## src/rtl/mult_pkg.sv

```systemverilog
// Shared constants, state encoding and pair-count helper for the multiply job sequencer.
package mult_pkg;

  localparam logic [1:0] MODE_U8   = 2'd0;
  localparam logic [1:0] MODE_S8   = 2'd1;
  localparam logic [1:0] MODE_S16  = 2'd2;
  localparam logic [1:0] MODE_RSVD = 2'd3;

  localparam int unsigned MAX_PAIRS = 16;

  typedef enum logic [2:0] {
    StIdle,
    StRdA,
    StRdB,
    StIssue,
    StWait,
    StOut,
    StFin
  } state_e;

  // Index of the final pair; a request of 0 or anything above the maximum runs a full job.
  function automatic logic [3:0] last_index(input logic [4:0] n);
    if (n == 5'd0 || n >= 5'(MAX_PAIRS)) begin
      return 4'(MAX_PAIRS - 1);
    end
    return n[3:0] - 4'd1;
  endfunction

endpackage

```

## src/rtl/mult_operand_fmt.sv

```systemverilog
// Mode-dependent operand slicing from a bank word and extension of the raw product.
module mult_operand_fmt
  import mult_pkg::*;
(
  input  logic [1:0]  mode,
  input  logic [15:0] word,
  input  logic [31:0] product,
  output logic [15:0] operand,
  output logic [31:0] result
);

  always_comb begin
    operand = {8'h00, word[7:0]};
    result  = {16'h0000, product[15:0]};
    case (mode)
      MODE_S8: begin
        operand = {{8{word[7]}}, word[7:0]};
        result  = {{16{product[15]}}, product[15:0]};
      end
      MODE_S16: begin
        operand = word;
        result  = product;
      end
      default: ;
    endcase
  end

endmodule

```

## src/rtl/mult_job_sequencer.sv

```systemverilog
// Fetches operand pairs from the bank, issues them to the shared multiplier and
// returns each product over a ready/valid port, with a start/busy/done job handshake.
module mult_job_sequencer
  import mult_pkg::*;
#(
  parameter int unsigned ADDR_W  = 5,
  parameter int unsigned MUL_LAT = 2
) (
  input  logic              clock,
  input  logic              reset,
  input  logic              start,
  input  logic [1:0]        mode,
  input  logic [ADDR_W-1:0] base_addr,
  input  logic [4:0]        num_pairs,
  output logic              busy,
  output logic              done,
  output logic              mem_rd_en,
  output logic [ADDR_W-1:0] mem_addr,
  input  logic [63:0]       mem_rdata,
  output logic              mul_valid,
  output logic [1:0]        mul_mode,
  output logic [15:0]       mul_a,
  output logic [15:0]       mul_b,
  input  logic [31:0]       mul_product,
  output logic              res_valid,
  input  logic              res_ready,
  output logic [31:0]       res_data,
  output logic [3:0]        res_index
);

  localparam int unsigned CntW = 3;

  state_e            state_q;
  logic [ADDR_W-1:0] ptr_q;
  logic [3:0]        last_q;
  logic [CntW-1:0]   wait_q;
  logic [15:0]       b_q;
  logic [15:0]       fmt_operand;
  logic [31:0]       fmt_result;

  logic unused_rdata;
  assign unused_rdata = ^mem_rdata[63:16];

  mult_operand_fmt u_fmt (
    .mode    (mul_mode),
    .word    (mem_rdata[15:0]),
    .product (mul_product),
    .operand (fmt_operand),
    .result  (fmt_result)
  );

  // B only arrives on the read port during the issue cycle, so it bypasses its holding register.
  assign mul_b = (state_q == StIssue) ? fmt_operand : b_q;

  always_ff @(posedge clock or negedge reset) begin
    if (!reset) begin
      state_q   <= StIdle;
      ptr_q     <= '0;
      last_q    <= '0;
      wait_q    <= '0;
      b_q       <= '0;
      busy      <= 1'b0;
      done      <= 1'b0;
      mem_rd_en <= 1'b0;
      mem_addr  <= '0;
      mul_valid <= 1'b0;
      mul_mode  <= MODE_U8;
      mul_a     <= '0;
      res_valid <= 1'b0;
      res_data  <= '0;
      res_index <= '0;
    end else begin
      mem_rd_en <= 1'b0;
      mul_valid <= 1'b0;
      done      <= 1'b0;
      unique case (state_q)
        StIdle: begin
          if (start) begin
            state_q   <= StRdA;
            busy      <= 1'b1;
            mul_mode  <= (mode == MODE_RSVD) ? MODE_U8 : mode;
            ptr_q     <= base_addr;
            last_q    <= last_index(num_pairs);
            res_index <= '0;
            mem_rd_en <= 1'b1;
            mem_addr  <= base_addr;
          end
        end
        StRdA: begin
          state_q   <= StRdB;
          mem_rd_en <= 1'b1;
          mem_addr  <= ptr_q + ADDR_W'(1);
        end
        StRdB: begin
          state_q   <= StIssue;
          mul_a     <= fmt_operand;
          mul_valid <= 1'b1;
        end
        StIssue: begin
          state_q <= StWait;
          b_q     <= fmt_operand;
          wait_q  <= CntW'(MUL_LAT - 1);
        end
        StWait: begin
          if (wait_q == '0) begin
            state_q   <= StOut;
            res_data  <= fmt_result;
            res_valid <= 1'b1;
          end else begin
            wait_q <= wait_q - 1'b1;
          end
        end
        StOut: begin
          if (res_ready) begin
            res_valid <= 1'b0;
            if (res_index == last_q) begin
              state_q <= StFin;
              busy    <= 1'b0;
              done    <= 1'b1;
            end else begin
              state_q   <= StRdA;
              ptr_q     <= ptr_q + ADDR_W'(2);
              res_index <= res_index + 4'd1;
              mem_rd_en <= 1'b1;
              mem_addr  <= ptr_q + ADDR_W'(2);
            end
          end
        end
        StFin: state_q <= StIdle;
        default: state_q <= StIdle;
      endcase
    end
  end

endmodule

```

## config.mk

```make
export PLATFORM = sky130hd
export DESIGN_NAME = mult_job_sequencer
export DESIGN_NICKNAME = d
export VERILOG_FILES = /design/src/rtl/mult_pkg.sv /design/src/rtl/mult_operand_fmt.sv /design/src/rtl/mult_job_sequencer.sv
export SDC_FILE = /design/constraint.sdc
export NUM_CORES = 1
export LEC_CHECK = 0
export ABC_AREA = 1
export BUFFER_PORTS_ARGS = -buffer_cell sky130_fd_sc_hd__buf_2
export CAP_MARGIN = 20
export CORE_MARGIN = 2
export CORE_UTILIZATION = 43
export DETAILED_ROUTE_END_ITERATION = 8
export GPL_ROUTABILITY_DRIVEN = 0
export GPL_TIMING_DRIVEN = 1
export HOLD_SLACK_MARGIN = 0.06
export PLACE_DENSITY = 0.74
export SYNTH_ARGS = -nofsm -noshare
export SYNTH_HDL_FRONTEND = slang
export SYNTH_SLANG_ARGS = --single-unit
```

## constraint.sdc

```tcl
create_clock -name clock -period 2.31 [get_ports clock]
set_clock_uncertainty 0.05 [all_clocks]
set_input_delay 0.693 -clock clock [delete_from_list [all_inputs] [get_ports clock]]
set_output_delay 0.693 -clock clock [all_outputs]
set_load 0.05 [all_outputs]
```

==> PnR_summary.wiki <==
{| class="wikitable"
! Metric !! Value
|-
| Status || finished, violations left
|-
| Violated checks || setup timing
|-
| Final number of hold-violating endpoints || 0
|-
| Final Cell Area || 5970 um2
|-
| # placed instances || 814
|-
| Worst setup SP type || register
|-
| Number of buffers inserted during clock tree synthesis || 9
|-
| CTS root buffer || clkbuf_8
|-
| Maximum number of pins on one net before global-route repair || 37
|-
| Wire length of the first global-routing pass || 19.5 mm
|-
| Number of core rows || 36
|-
| Worst min path class || in -> async
|-
| Overall die area || 11000 um2
|-
| Synth cell types || 28
|-
| Switching part of the total power || 53.9%
|-
| Remaining antenna violation count after routing || 0
|-
| Largest driver fanout on the critical path || 6
|-
| Routed vias || 4174
|-
| Synthesized flop and latch total || 95
|-
| Net count after synthesis || 667
|-
| Buffers added on ports || 143
|-
| Buffers from clock root to sink, at most || 2
|-
| Simple-Gate Fraction of Synth Area || 28.8%
|-
| Most common cell type on the critical path || nand2_2
|-
| Ratio of final minimum period to clock period || 104%
|-
| Via count normalized by instance count || 4.96
|-
| Clock period minus final worst setup slack || 2410 ps
|-
| Total length of routed met3 wires || 607 um
|-
| Total iterations of the first detailed-routing run || 4
|-
| Number of maximum-capacitance violations || 0
|-
| Area added between synthesis and finish || 36.4%
|-
| Number of flops mapped to enable cells by yosys || 0
|-
| Crit. End Element || primary output
|-
| Max-slew violation count || 0
|-
| Initial Utilization || 44.6%
|-
| Part of the Yosys area used for sequential elements || 54.3%
|-
| Detailed Route Iter0 Violations || 223
|-
| Post-Synth XOR/XNOR Area || 0.800%
|-
| Remaining max-slew budget at the tightest pin || 38.6%
|-
| Worst-path cell with the longest stage delay || dfrtp_2
|-
| Clock latency on the worst-skew pair || 360 ps
|-
| Total of warnings raised by yosys || 0
|-
| Clock tree from TritonCTS || built
|-
| Required time of the critical path || 1570 ps
|-
| Antenna violations before repair || 0
|-
| Critical path data arrival time || 1670 ps
|-
| Synth Area in Compound Gates || 8.26%
|-
| Number of placed I/O pins || 192
|-
| Fraction of power consumed by sequential logic || 28.3%
|-
| Setup repair after global routing missed its margin || yes
|-
| Synth Cell Area || 4380 um2
|-
| Placed standard-cell area || 5480 um2
|-
| Clock network power share || 10.4%
|-
| Path type of the worst setup path || reg -> out
|-
| Final standard cell utilization of the core || 60.8%
|-
| Primary FF master, synth || dfrtp_1
|-
| Combinational family with the most area after synthesis || simple AND/OR/NAND/NOR gates
|-
| Worst-case setup margin in the final layout || -100 ps
|-
| Post-synthesis mux area share || 0%
|-
| Maximum vdd drop || 833 uV
|-
| Power Density || 1680 nW/um2
|-
| Wire length per cell after detailed routing || 14.0 um
|-
| Topmost layer with routed signal wires || met4
|-
| Mean Syn Cell Area || 8.00 um2
|-
| Post-synth top cells || nand2_1 (250), dfrtp_1 (95), inv_1 (42)
|-
| Chip Width || 105 um
|-
| Largest cells by area after synthesis || dfrtp_1 (54%), nand2_1 (21%), o21ai_0 (4.7%)
|-
| CTS hold repair buffers || 0
|-
| Half-perimeter wire length of the detailed placement result || 8.27 mm
|-
| Share of final-layout standard cells stronger than drive strength 1 || 32.9%
|-
| Design internal power || 0.00462 W
|-
| Pleak || 3.20 nW
|-
| Area share of the leading cell type in the synthesized netlist || 54.3%
|-
| # nets final || 823
|-
| Total routed wire length on the met1 layer || 5.02 mm
|-
| Clock Pin Slew Worst Setup and Hold Paths || 90 ps
|-
| DR WL met2 || 5.84 mm
|-
| Worst-Margin Slew || 920 ps
|-
| Sum of routed wire length over all layers || 11.8 mm
|-
| Asr flop ratio synth || 100%
|-
| Psw || 0.00540 W
|-
| Depth of the CTS H-tree || 3
|-
| Most repeated cell in the gate-level netlist after synthesis || nand2_1
|-
| ANT cells || 0
|-
| Count of unresolved DRC violations after routing || 0
|-
| Chain of cells forming the critical path || inv_2, ha_4, buf_6, nand2_2, nand2_2, nand2_2, o21ai_4, buf_6
|-
| Y dimension of the die || 105 um
|-
| Post-Route Hold Slack || 162 ps
|-
| Aggregate global routing overflow || 0
|-
| Fraction of power consumed by combinational cells || 61.3%
|-
| Largest incremental delay on the critical path || 410 ps
|-
| Core Footprint || 9820 um2
|-
| Clock Sink Count || 95
|-
| Highest Clock Rate || 415 MHz
|-
| Final non-filler cell total || 841
|-
| Post-Synthesis Cells || 547
|-
| Synthesized-area fraction occupied by adder cells || 2.29%
|-
| GRT Resource Usage Total || 21.9%
|-
| Final count of negative-setup-slack endpoints || 14
|-
| Cell type contributing the most total cell area after synthesis || dfrtp_1
|-
| Number of global-route vias before repair || 4085
|}
## power groups by stage
stage	clock network [W]	registers [W]	logic, W
after floorplan	0	0.00460	0.00249
after global placement	0	0.00283	0.00546
after detailed placement	0	0.00286	0.00558
after CTS	0.00107	0.00282	0.00607
after global routing	0.00115	0.00292	0.00656
final	0.00104	0.00283	0.00614
## layout by cell type, fill, tap and decap left out, types with 2 or more instances in the layout
cell / n
a21oi_1: 18
a22oi_1: 3
buf_12: 2
buf_2: 126
buf_4: 19
buf_6: 15
buf_8: 2
clkbuf_1: 2
clkbuf_8: 12
dfrtp_1: 93
dfrtp_2: 2
ha_1: 6
ha_4: 2
inv_1: 39
inv_2: 3
nand2_1: 234
nand2_2: 16
nand2_4: 4
nand3_1: 20
nand3_2: 2
nand4_1: 10
nor2_1: 16
nor2_2: 3
o21ai_0: 25
o21ai_4: 16
xor2_1: 3
## cells by family (layout without fill, tap and decap cells)
kind of cell,after synthesis,in the layout
simple gates,309,309
flops,95,95
buf+inv,63,224
fa+ha+maj,8,8
compound gates,68,68
xor+xnor,4,4
## stage by stage
| step | power (W) | setup WS [ps] | TNS [ps] |
|---|---|---|---|
| after floorplan | 0.00709 | 2.45 | 0 |
| after global placement | 0.00829 | -50.2 | -181 |
| after detailed placement | 0.00844 | -54.9 | -308 |
| after CTS | 0.00996 | -96.3 | -792 |
| after global routing | 0.0106 | -191 | -1990 |
| final | 0.0100 | -100 | -621 |
## layer usage
| metal | global-route usage [%] | up-vias |
|---|---|---|
| li1 | - | 2040 |
| met1 | 27.9 | 1975 |
| met2 | 36.9 | 131 |
| met3 | 3.49 | 28 |
| met4 | 9.24 | 0 |
| met5 | 0 | - |
## flip-flops by register name, indices dropped and copies added (netlist names)
signal     cells
mul_valid      1
mul_a         16
res_data      32
ptr_q          5
mul_mode       2
res_valid      1
wait_q         3
b_q           16
mem_addr       5
res_index      4
busy           1
mem_rd_en      1
done           1
state_q        3
last_q         4
## layout make-up
class	instances	area [um2]
clock buffer	14	173
inverter	43	174
fill	871	3850
timing repair buffer	165	1040
clock inverter	2	13.8
tap	133	166
multi-input combinational	389	2030
sequential	95	2380
## worst max-delay path, delay by kind of cell, from the launching register on
kind                     cells  cell delay (ps)
buffers and inverters        3              380
flip-flops                   1              410
AO/OA/AOI/OAI                1              150
adder cells (fa/ha/maj)      1              180
AND/OR/NAND/NOR              3              190
## path summary, 6_finish.rpt
check                             startpoint      endpoint  slack, ps  cells past startpoint
worst max-delay path             mul_mode[0]     mul_b[12]       -100                      8
worst min-delay path                   reset  res_data[23]        160                      1
worst max register to register    state_q[1]      ptr_q[4]        310                      8
worst min register to register  res_data[16]  res_data[16]        420                      2
max in group asynchronous              reset        b_q[7]       1430                      2
min in group clock              res_data[16]  res_data[16]        420                      2
## repair_timing
action / in CTS / in global routing
endpoints found under the setup margin: 16 / 16
gates resized for setup: 55 / 11
setup buffers: 8 / 2
pin swaps: 6 / 1
cloned: 1 / 0
Power figures use the tool's default switching activity.
